### src/rtl/line_delay_ctrl.sv
// rtl/line_delay_ctrl.sv - one-line delay controller pairing each pixel with the pixel above it
module line_delay_ctrl #(
    parameter int IMG_WIDTH = 640,
    parameter int DATA_W    = 8,
    parameter int COL_W     = 10,
    parameter int ROW_W     = 11
) (
    input  logic              clk,
    input  logic              rst,
    input  logic              frame_start,
    input  logic              pix_vld,
    input  logic [DATA_W-1:0] pix_data,
    output logic              fifo_rst,
    output logic              fifo_wr_en,
    output logic [DATA_W-1:0] fifo_wr_data,
    input  logic              fifo_wr_full,
    output logic              fifo_rd_en,
    input  logic [DATA_W-1:0] fifo_rd_data,
    input  logic              fifo_rd_empty,
    output logic              out_vld,
    output logic [DATA_W-1:0] out_cur,
    output logic [DATA_W-1:0] out_prev,
    output logic [COL_W-1:0]  out_col,
    output logic [ROW_W-1:0]  out_row,
    output logic              err_ovf,
    output logic              err_udf
);

    localparam logic [COL_W-1:0] COL_LAST = COL_W'(IMG_WIDTH - 1);
    localparam logic [ROW_W-1:0] ROW_MAX  = '1;

    logic [COL_W-1:0]  col;
    logic [ROW_W-1:0]  row;
    logic              primed;
    logic              frst_hold;
    logic              accept;

    logic [COL_W-1:0]  s1_col;
    logic [ROW_W-1:0]  s1_row;
    logic              s1_primed;

    logic              s2_vld;
    logic [DATA_W-1:0] s2_pix;
    logic [COL_W-1:0]  s2_col;
    logic [ROW_W-1:0]  s2_row;
    logic              s2_primed;

    // fifo_rst is registered, so gating on it adds no input-to-output path
    assign accept = pix_vld && !frame_start && !fifo_rst;

    // fifo reset: held through rst plus one cycle, or two cycles after frame_start
    always_ff @(posedge clk) begin
        if (!rst) begin
            fifo_rst  <= 1'b1;
            frst_hold <= 1'b1;
        end else if (frame_start) begin
            fifo_rst  <= 1'b1;
            frst_hold <= 1'b1;
        end else begin
            fifo_rst  <= frst_hold;
            frst_hold <= 1'b0;
        end
    end

    // primed flips on the last pixel of row 0 so reading starts with row 1, column 0
    always_ff @(posedge clk) begin
        if (!rst || frame_start) begin
            col    <= '0;
            row    <= '0;
            primed <= 1'b0;
        end else if (accept) begin
            if (col == COL_LAST) begin
                col    <= '0;
                primed <= 1'b1;
                if (row != ROW_MAX) begin
                    row <= row + ROW_W'(1);
                end
            end else begin
                col <= col + COL_W'(1);
            end
        end
    end

    always_ff @(posedge clk) begin
        if (!rst) begin
            fifo_wr_en   <= 1'b0;
            fifo_wr_data <= '0;
            fifo_rd_en   <= 1'b0;
            s1_col       <= '0;
            s1_row       <= '0;
            s1_primed    <= 1'b0;
        end else begin
            fifo_wr_en <= accept;
            fifo_rd_en <= accept && primed;
            if (accept) begin
                fifo_wr_data <= pix_data;
                s1_col       <= col;
                s1_row       <= row;
                s1_primed    <= primed;
            end
        end
    end

    // second stage waits out the FIFO read latency
    always_ff @(posedge clk) begin
        if (!rst) begin
            s2_vld    <= 1'b0;
            s2_pix    <= '0;
            s2_col    <= '0;
            s2_row    <= '0;
            s2_primed <= 1'b0;
        end else begin
            s2_vld <= fifo_wr_en && !frame_start;
            if (fifo_wr_en) begin
                s2_pix    <= fifo_wr_data;
                s2_col    <= s1_col;
                s2_row    <= s1_row;
                s2_primed <= s1_primed;
            end
        end
    end

    always_ff @(posedge clk) begin
        if (!rst) begin
            out_vld  <= 1'b0;
            out_cur  <= '0;
            out_prev <= '0;
            out_col  <= '0;
            out_row  <= '0;
        end else begin
            out_vld <= s2_vld && !frame_start;
            if (s2_vld) begin
                out_cur  <= s2_pix;
                out_prev <= s2_primed ? fifo_rd_data : '0;
                out_col  <= s2_col;
                out_row  <= s2_row;
            end
        end
    end

    always_ff @(posedge clk) begin
        if (!rst || frame_start) begin
            err_ovf <= 1'b0;
            err_udf <= 1'b0;
        end else begin
            err_ovf <= err_ovf || (fifo_wr_en && fifo_wr_full);
            err_udf <= err_udf || (fifo_rd_en && fifo_rd_empty);
        end
    end

endmodule

### config.mk
export PLATFORM = sky130hd
export DESIGN_NAME = line_delay_ctrl
export DESIGN_NICKNAME = d
export VERILOG_FILES = /design/src/rtl/line_delay_ctrl.sv
export SDC_FILE = /design/constraint.sdc
export NUM_CORES = 1
export LEC_CHECK = 0
export BUFFER_PORTS_ARGS = -buffer_cell sky130_fd_sc_hd__buf_4
export CORE_UTILIZATION = 38
export CTS_CLUSTER_SIZE = 14
export DETAILED_ROUTE_END_ITERATION = 8
export GPL_TIMING_DRIVEN = 1
export HOLD_SLACK_MARGIN = 0.02
export SYNTH_ARGS = -nofsm -noshare
export SYNTH_HDL_FRONTEND = slang
export SYNTH_SLANG_ARGS = --single-unit
### constraint.sdc
create_clock -name clk -period 1.9 [get_ports clk]
set_input_delay 0 -clock clk [delete_from_list [all_inputs] [get_ports clk]]
set_output_delay 0 -clock clk [all_outputs]
set_load 0.02 [all_outputs]
* Yosys cells after proc, flatten, opt, wreduce, memory -nomap -nowiden
Index checks and enable logic that the tools add are counted.
** Storage, ports and cells
- Bits in registers :: 127
- Latch bits :: 0
- Memory bits (writable) :: 0
- ROM bits :: 0
- Input bits :: 22
- Output and inout bits :: 51
- Logic and storage cells :: 47
- Memories kept :: 0
** Cells by class
- Add/sub/neg operators :: 2
- Multipliers :: 0
- Divide/modulo/power cells :: 0
- Magnitude comparators :: 0
- Equal/unequal tests :: 2
- Shift operators :: 0
- Mux-type cells :: 3
- Bitwise gates (word level) :: 1
- Reductions and logical operators :: 16
** Operators with widths (count)
- 11-bit by 1-bit adder with 11-bit output, second input constant :: 1
- 11-bit inequality test, second input constant :: 1
- 10-bit by 1-bit adder with 10-bit output, second input constant :: 1
- 10-bit equality test, second input constant :: 1
- 10-bit 2-to-1 mux :: 1
- 8-bit 2-to-1 mux :: 1
- 1-bit logical AND :: 7
- 1-bit logical NOT :: 3
- 1-bit logical OR :: 3
- 3-bit AND reduction :: 1
- 2-bit AND reduction :: 1
- 2-bit OR reduction :: 1
- 1-bit 2-to-1 mux :: 1
- 1-bit inverter :: 1

* Depth between registers and ports, before layout
Gate-level depths: netlist (run 1).
- Depth in word-level cells :: 4
- Gate-level depth with buffers :: 6
- Gate-level depth less buffers :: 5

* Least setup slack after synthesis (run 1)
Ideal clock, no wire load.
- Path kind :: register to register
- Start :: register fifo_rst
- End :: register row[9]
- Library setup time :: 0.070 ns
- Arrival :: 2.149 ns
- Data required time :: 1.830 ns
- Path slack :: -0.319 ns
- Cell stages (with the launch flop) :: 7
- Path buffers :: 2
- Period minus slack after synthesis :: 2.219 ns
- Cells stage by stage :: dfxtp_1 -> or3b_1 -> buf_2 -> or4_4 -> buf_6 -> or4_1 -> a21oi_1
** Between the ends
- Longest elaborated chain between the ends :: 3
** RTL lines
- from (decl) :: line 13 : output logic fifo_rst,
- from (signal assigned) :: line 60 : fifo_rst <= frst_hold;
- 1-bit logical NOT :: line 49 : assign accept = pix_vld && !frame_start && !fifo_rst;
- 1-bit logical AND :: line 49
- 3-bit AND reduction (no line)
- to (signal assigned) :: line 76 : row <= row + ROW_W'(1);
- to (decl) :: line 33 : logic [ROW_W-1:0] row;
No other way between the ends.
A chain may end at the register's enable or synchronous reset.

* Worst setup path after layout (run 1)
- Start :: register fifo_rst
- End :: register row[2]
The elaborated chain is that of the path after synthesis.

==> impl_metrics.json, run 1 <==
{
  "synth_warnings": 0,
  "cp_common_cell": "or4_4",
  "synthCells": 491,
  "critPathSlowestCell": "or4_4",
  "grt_overflow_total": 0,
  "clockBufferDepth": 2,
  "yosysSeqAreaShare_pct": 52.38,
  "synth_area_leaders": "dfxtp_1, mux2i_1, nor2b_1",
  "rows": 40,
  "place_congestion": 0.8334,
  "synth_fp_nets": 515,
  "yosysTopAreaCell": "dfxtp_1",
  "rsz0062_at_grt": "true",
  "skew_ps": 7.101,
  "cp_num_buf_inv": 0,
  "dp_hpwl_um": 6799,
  "netlist_top_cells_count": "dfxtp_1, nor2b_1, mux2i_1",
  "diodes": 0,
  "setup_ws_ps": -93.78,
  "ios": 73,
  "die_h_um": 115.0,
  "cts_made_buffers": 17,
  "synth-compound-area-share_pct": 8.430,
  "setup.worst_path.class": "reg2reg",
  "clk_latency_ps": 400,
  "start_util_pct": 39.74,
  "endpoint_kind": "register",
  "period_needed_ps": 1994,
  "synth-seq-cells": 127,
  "fp.dieW_um": 115.0,
  "clockRootBuffer": "clkbuf_16",
  "drv_cap": 0,
  "yosys.area_share.adder_pct": 0.5156,
  "synth_top_family_by_area": "simple AND/OR/NAND/NOR gates",
  "tns_ps": -220.3,
  "synthMuxAreaShare_pct": 12.58,
  "cts_tree": "done",
  "syn_to_final_growth_pct": 36.17,
  "yosysMostFrequentCell": "dfxtp_1",
  "critPathTopFamily": "simple AND/OR/NAND/NOR gates",
  "grt_pass1_vias": 3590,
  "postRouteWirelength_um": 10530,
  "syn_area_per_cell_um2": 9.885,
  "grt_max_degree": 48,
  "cp.required_ps": 2230,
  "slew_violations": 0,
  "vias": 3698,
  "htree_levels": 4,
  "fin_crit_sh_pct": 104.9,
  "synth-simple-area-share_pct": 22.09,
  "clkSinkCount": 127,
  "cp.arrival_ps": 2330,
  "crit_chain": "or3b_4 -> or4_4 -> or4_4 -> a21oi_2",
  "n_fill_cell": 1115,
  "ir_worst_vdd_uv": 550.6,
  "worst_pin_slew_ps": 414.6,
  "final_nets": 629,
  "post_drt_wl_per_cell_um": 13.43,
  "ys_types": 41,
  "portBuffers": 72,
  "dieArea_um2": 13230,
  "grtUsageTotal_pct": 16.80,
  "postRouteAntennaNets": 0,
  "synth_edf_count": 0,
  "design_power_total_mw": 6.034,
  "yosysTopAreaCellShare_pct": 52.38,
  "drt-initial-drc-count": 184,
  "synth_ff_type": "dfxtp_1",
  "slew_headroom_pct": 72.10,
  "synth_area_um2": 4853,
  "hold_viol_final": 0,
  "fmax_mhz": 501.6,
  "drc": 0,
  "antenna_found_initial": 0,
  "violations": "setup timing",
  "synthArstFlopShare_pct": 0,
  "drt-pass1-iter-count": 4,
  "drive_gt1_share_pct": 24.03,
  "power.density_nw_per_um2": 913.0,
  "cp_max_fo": 5,
  "cts.clk_slew.worst_paths_ps": 60,
  "power_leakage_nw": 2.395,
  "grt_first_pass_wirelength_um": 17260,
  "viasPerCell": 4.717,
  "outcome": "finished with violations",
  "min_path_type": "in2reg",
  "startpoint_type": "register",
  "coreArea_um2": 12210,
  "max_stage_delay_ps": 560,
  "setup_violations": 6,
  "synth-xor-area-share_pct": 1.263
}
==> sequential cells by signal, indices dropped and copies added, names as in the netlist, 8 cells and up <==
name          flops
s1_row           11
s2_row           11
out_prev          8
s1_col           10
row              11
out_cur           8
s2_pix            8
out_row          11
col              10
fifo_wr_data      8
out_col          10
s2_col           10
==> tightest hold or removal path: cells and delay by family <==
kind / cells / cell delay [ps]
buf+inv: 2 / 280
simple gates: 2 / 200
==> cells in the final DEF, fill, tap and decap left out, types with 6 or more instances in the layout <==
cell type / n
a21oi_1: 14
mux2i_1: 61
dlygate4sd3_1: 20
nor2_1: 17
a21boi_0: 24
dfxtp_1: 124
buf_4: 101
nor3_1: 6
nand2_1: 59
nor2b_1: 76
clkbuf_16: 17
nand3_1: 9
==> per-layer routing <==
metal	track usage [%]	wire (um)	part of all wire, %
met1	21.74	5307	50
met2	26.75	4736	45
met3	4.850	400	3.8
met4	5.887	87	0.83
met5	0	0	0
==> cell type report <==
cell class              instances  area (um^2)  share of cell area, %
multi-input cells             332         2232                  33.78
well taps                     168        210.2                  3.181
flip-flops and latches        127         2549                  38.56
repair buffers                124         1018                  15.41
clock buffers                  23        478.0                  7.232
inverters                       3        11.26                 0.1704
clock inverters                 7        110.1                  1.666
==> final timing paths <==
path / from / endpoint / slack (ps) / depth (start not counted)
setup / recovery: fifo_rst / row[2] / -90 / 4
hold / removal: rst / fifo_rst / 110 / 4
setup reg to reg: fifo_rst / row[2] / -90 / 4
hold reg to reg: frst_hold / fifo_rst / 410 / 1
==> kinds of logic after synthesis <==
logic type,after synthesis
mux,61
simple gates,201
compound gates,60
fa+ha+maj,2
buf+inv,33
xor+xnor,7
flops,127
==> per-stage QoR <==
| step | hold WS [ps] | utilization [%] | cells | instance area [um^2] | worst slack, ps |
|---|---|---|---|---|---|
| 5_1_grt | 119.4 | 54.12 | 784 | 6609 | -133.0 |
| 3_5_place_dp | 237.5 | 47.26 | 733 | 5772 | -2.086 |
| 6_report | 110.5 | 54.12 | 784 | 6609 | -93.78 |
| 2_1_floorplan | 140.7 | - | 491 | 4863 | -162.0 |
| 3_3_place_gp | 226.2 | 47.26 | 733 | 5772 | 23.54 |
| 4_1_cts | 104.0 | 53.74 | 783 | 6563 | -21.79 |
==> power breakdown <==
part           switching, mW  internal, mW
combinational         0.0665        0.0954
sequential           0.00236          2.67
clock                   1.06          2.14
total                   1.13          4.91
==> repair_timing <==
action | in CTS | in global routing
hold buffers | 20 | 0
gates cloned | 0 | 1
endpoints found under the hold margin | 20 | 0
setup buffers | 0 | 0
pin swaps | 0 | 4
setup endpoints to repair | 2 | 11
resized for setup | 1 | 11
No activity file was read; power rests on OpenSTA's default activity.
==> inputs of run 2 (changes only) <==
Settings changed: RECOVER_POWER set to 50.
==> impl_metrics.json, run 2 (synthesized netlist as in run 1, its figures left out) <==
{
  "cts.clk_slew.worst_paths_ps": 50,
  "antenna_found_initial": 0,
  "portBuffers": 72,
  "wl_met3_um": 372,
  "startpoint_type": "register",
  "postRouteWirelength_um": 10580,
  "min_path_type": "in2reg",
  "coreArea_um2": 12210,
  "final_nets": 629,
  "period_needed_ps": 1992,
  "clockBufferDepth": 2,
  "n_fill_cell": 1176,
  "start_util_pct": 39.74,
  "multi_input_area_um2": 2230,
  "dp_hpwl_um": 6799,
  "drc": 0,
  "diodes": 0,
  "viasPerCell": 4.724,
  "power.density_nw_per_um2": 946.0,
  "grt_overflow_total": 0,
  "mostFrequentLayoutCell": "dfxtp_1",
  "reg2reg_to": "row[2]",
  "drive_gt1_share_pct": 14.94,
  "rrSetupSlack_ps": -90,
  "cts_made_buffers": 17,
  "final_cell_mix": "dfxtp_1, nor2b_1, mux2i_1",
  "htree_levels": 4,
  "register_area_um2": 2546,
  "crit_chain": "or3b_4 -> or4_4 -> or4_4 -> a21oi_2",
  "grtUsageTotal_pct": 16.80,
  "power_leakage_nw": 2.166,
  "postRouteAntennaNets": 0,
  "setup_ws_ps": -91.88,
  "die_h_um": 115.0,
  "max_stage_delay_ps": 560,
  "setup.worst_path.class": "reg2reg",
  "rsz0062_at_grt": "true",
  "outcome": "finished with violations",
  "fmax_mhz": 502.0,
  "hp-start": "rst",
  "whs_path_depth": 4,
  "place_area_um2": 5772,
  "slew_violations": 0,
  "cp_common_cell": "or4_4",
  "drt-met1-wl_um": 5407,
  "min_to": "fifo_rst",
  "hold_viol_final": 0,
  "cts_tree": "done",
  "setup_violations": 6,
  "endpoint_kind": "register",
  "design_power_total_mw": 6.031,
  "rows": 40,
  "fin_util_pct": 52.20,
  "skew_ps": 5.168,
  "drt-initial-drc-count": 200,
  "cp.arrival_ps": 2330,
  "clockRootBuffer": "clkbuf_16",
  "dpl_worst_slack_ps": -2.086,
  "vias": 3704,
  "clk_latency_ps": 400,
  "drv_cap": 0,
  "violations": "setup timing",
  "grt_pass1_vias": 3590,
  "cp.required_ps": 2240,
  "worst_pin_slew_ps": 769.8,
  "grt_first_pass_wirelength_um": 17260,
  "reg2regPathDepth": 4,
  "dieArea_um2": 13230,
  "cp_max_fo": 5,
  "grt_max_degree": 48,
  "ir_worst_vdd_uv": 551.8,
  "slew_headroom_pct": 48.68,
  "fin_crit_sh_pct": 104.8,
  "clkSinkCount": 127,
  "post_drt_wl_per_cell_um": 13.49,
  "dr_wl_met2_um": 4699,
  "drt-pass1-iter-count": 5,
  "syn_to_final_growth_pct": 31.35,
  "r2r-start": "fifo_rst",
  "topRoutingLayerUsed": "met4",
  "ios": 73,
  "fin_area_um2": 6375,
  "critPathSlowestCell": "or4_4",
  "place_congestion": 0.8334,
  "fp.dieW_um": 115.0,
  "post-cts-setup-buffer-count": 0
}
run 2: metal layers:
| layer | up-vias | GRT usage, % |
|---|---|---|
| li1 | 1901 | - |
| met1 | 1725 | 21.74 |
| met2 | 69 | 26.75 |
| met3 | 9 | 4.850 |
| met4 | 0 | 5.887 |
| met5 | - | 0 |
run 2: worst max-delay path by stage:
stage	from	cells past startpoint	slack, ps	to
after floorplan	fifo_rst	6	-160	row[2]
after global placement	fifo_rst	5	20	col[9]
after detailed placement	fifo_rst	5	-2	col[9]
after CTS	col[0]	5	-20	row[2]
after global routing	fifo_rst	5	-130	col[9]
final	fifo_rst	4	-90	row[2]
run 2: worst max-delay path, delay by kind of cell, from the launching register on:
family / cells / cell delay [ps]
flops: 1 / 330
simple gates: 3 / 1470
compound gates: 1 / 120
run 2: repair_timing:
action	CTS	global route
hold buffers	20	0
endpoints found under the setup margin	2	11
cloned	0	1
pin swaps	0	4
gates resized for setup	1	11
endpoints found under the hold margin	20	0
run 2: final cells by class:
type / instances / area share (%)
Clock buffer: 23 / 7.498
Timing Repair Buffer: 124 / 12.38
Clock inverter: 7 / 1.727
Sequential cell: 127 / 39.94
Multi-Input combinational cell: 332 / 34.98
Inverter: 3 / 0.1766
Tap cell: 168 / 3.297
run 2: power breakdown:
group | internal (mW) | switching (mW) | leakage (nW)
clock | 2.14 | 1.06 | 0.293
sequential | 2.67 | 0.00223 | 1.02
combinational | 0.0925 | 0.0663 | 0.851
run 2: metrics by stage:
step | cells | hold slack [ps] | setup TNS (ps)
detailed placement | 733 | 237.5 | -2.086
floorplan | 491 | 140.7 | -475.4
CTS | 783 | 104.0 | -41.78
global placement | 733 | 226.2 | 0
finish | 784 | 116.2 | -179.4
global route | 784 | 123.0 | -3035
==> inputs of run 3 (changes only) <==
Settings changed: REMOVE_ABC_BUFFERS set to 1.
==> impl_metrics.json, run 3 (synthesized netlist as in run 1, its figures left out) <==
{
  "clkSinkCount": 127,
  "cts.clk_slew.worst_paths_ps": 50,
  "violations": "setup timing",
  "skew_ps": 7.634,
  "vias": 3673,
  "p_comb_share_pct": 2.8,
  "rows": 40,
  "htree_levels": 4,
  "coreArea_um2": 12210,
  "grt_overflow_total": 0,
  "ir_worst_vdd_uv": 448.8,
  "viasPerCell": 4.685,
  "seqPwrFrac_pct": 46.5,
  "clockBufferDepth": 2,
  "grt_pass1_vias": 3545,
  "start_util_pct": 39.74,
  "p_sw_mw": 1.086,
  "dp_hpwl_um": 6699,
  "drt-pass1-iter-count": 4,
  "drive_gt1_share_pct": 17.86,
  "antenna_found_initial": 0,
  "n_fill_cell": 1206,
  "dieArea_um2": 13230,
  "stdcell_count": 784,
  "startpoint_type": "register",
  "fp.dieW_um": 115.0,
  "cp.arrival_ps": 2290,
  "slew_violations": 0,
  "ios": 73,
  "place_congestion": 0.8004,
  "final_nets": 632,
  "drt-initial-drc-count": 115,
  "portBuffers": 72,
  "postRouteWirelength_um": 10260,
  "worst_pin_slew_ps": 503.7,
  "final_cell_mix": "dfxtp_1, nor2b_1, buf_4",
  "design_power_total_mw": 5.751,
  "slew_headroom_pct": 66.42,
  "setup_violations": 3,
  "dp.cells": 735,
  "setup.worst_path.class": "reg2reg",
  "clock_power_share_pct": 50.7,
  "cts_tree": "done",
  "postRouteAntennaNets": 0,
  "min_path_type": "in2reg",
  "period_needed_ps": 1951,
  "endpoint_kind": "register",
  "cp.required_ps": 2240,
  "fmax_mhz": 512.5,
  "syn_to_final_growth_pct": 32.56,
  "die_h_um": 115.0,
  "internal_power_mw": 4.664,
  "cts_made_buffers": 17,
  "p_sw_share_pct": 18.89,
  "outcome": "finished with violations",
  "clk_latency_ps": 410,
  "whs_ps": 369.9,
  "fin_util_pct": 52.68,
  "mostFrequentLayoutCell": "dfxtp_1",
  "grt_max_degree": 65,
  "cp_max_fo": 7,
  "hold_viol_final": 0,
  "diodes": 0,
  "drc": 0,
  "power_leakage_nw": 2.233,
  "clockRootBuffer": "clkbuf_16",
  "setup_ws_ps": -51.28,
  "drv_cap": 0,
  "power.density_nw_per_um2": 893.9,
  "grtUsageTotal_pct": 16.60,
  "rsz0062_at_grt": "true",
  "fin_crit_sh_pct": 102.7,
  "post_drt_wl_per_cell_um": 13.09,
  "grt_first_pass_wirelength_um": 16930
}
[run 3: cell count changes in the layout (fill, tap and decap cells not counted), moves of 2 or more]
cell	delta
buf_4	+20
clkbuf_1	-14
dfxtp_2	+5
clkinv_2	-4
dfxtp_1	-4
a21oi_1	+2
a21oi_2	-2
bufinv_16	-2
o31ai_1	-2
or4_4	-2
[run 3: stage by stage]
stage                     setup TNS, ps  area (um^2)  worst slack, ps
after floorplan                  -16510         4732           -644.8
after global routing             -259.2         6434           -61.00
final                            -59.27         6434           -51.28
after CTS                             0         6510            1.003
after global placement           -56.88         5758           -39.11
after detailed placement         -140.6         5758           -59.06
[run 3: metal layers]
layer  GRT usage (%)  wire length (um)  vias to the layer above
li1                -                 -                     1891
met1           21.36              5159                     1709
met2           26.10              4614                       62
met3           4.850               341                       11
met4           6.753               147                        0
met5               0                 0                        -
[run 3: repair_timing]
item	4_1_cts	5_1_grt
gates resized for setup	3	14
endpoints found under the setup margin	4	6
pin swaps	5	5
hold buffers	21	0
hold endpoints to repair	23	0
buffers inserted	1	0
[run 3: worst max-delay path, cell delays in order, from the launching register on]
cell     delay [ps]
dfxtp_2         310
or3b_4          390
or4_4           580
buf_6           140
or3_1           340
a21oi_1         120
[run 3: layout make-up]
type                       count  area, um^2  area share [%]
clock buffer                  26       499.2           7.760
clock inverter                 1       30.03          0.4667
inverter                       3       11.26          0.1750
multi-input combinational    331        2243           34.87
sequential                   127        2549           39.61
tap                          168       210.2           3.267
timing repair buffer         128       890.9           13.85
[run 3: power by group through the flow]
stage	sequential (mW)	clock, mW	combinational (mW)
floorplan	2.73	0	0.0451
global placement	2.73	0	0.128
detailed placement	2.73	0	0.129
CTS	2.67	3.00	0.163
global route	2.67	3.12	0.174
finish	2.67	2.92	0.162
[run 3: worst paths after layout]
kind	from	to	slack, ps	cells after the start
worst max-delay path	fifo_rst	row[0]	-50	5
worst min register to register	frst_hold	fifo_rst	410	1
worst max register to register	fifo_rst	row[0]	-50	5
worst min-delay path	fifo_rd_empty	err_udf	370	4
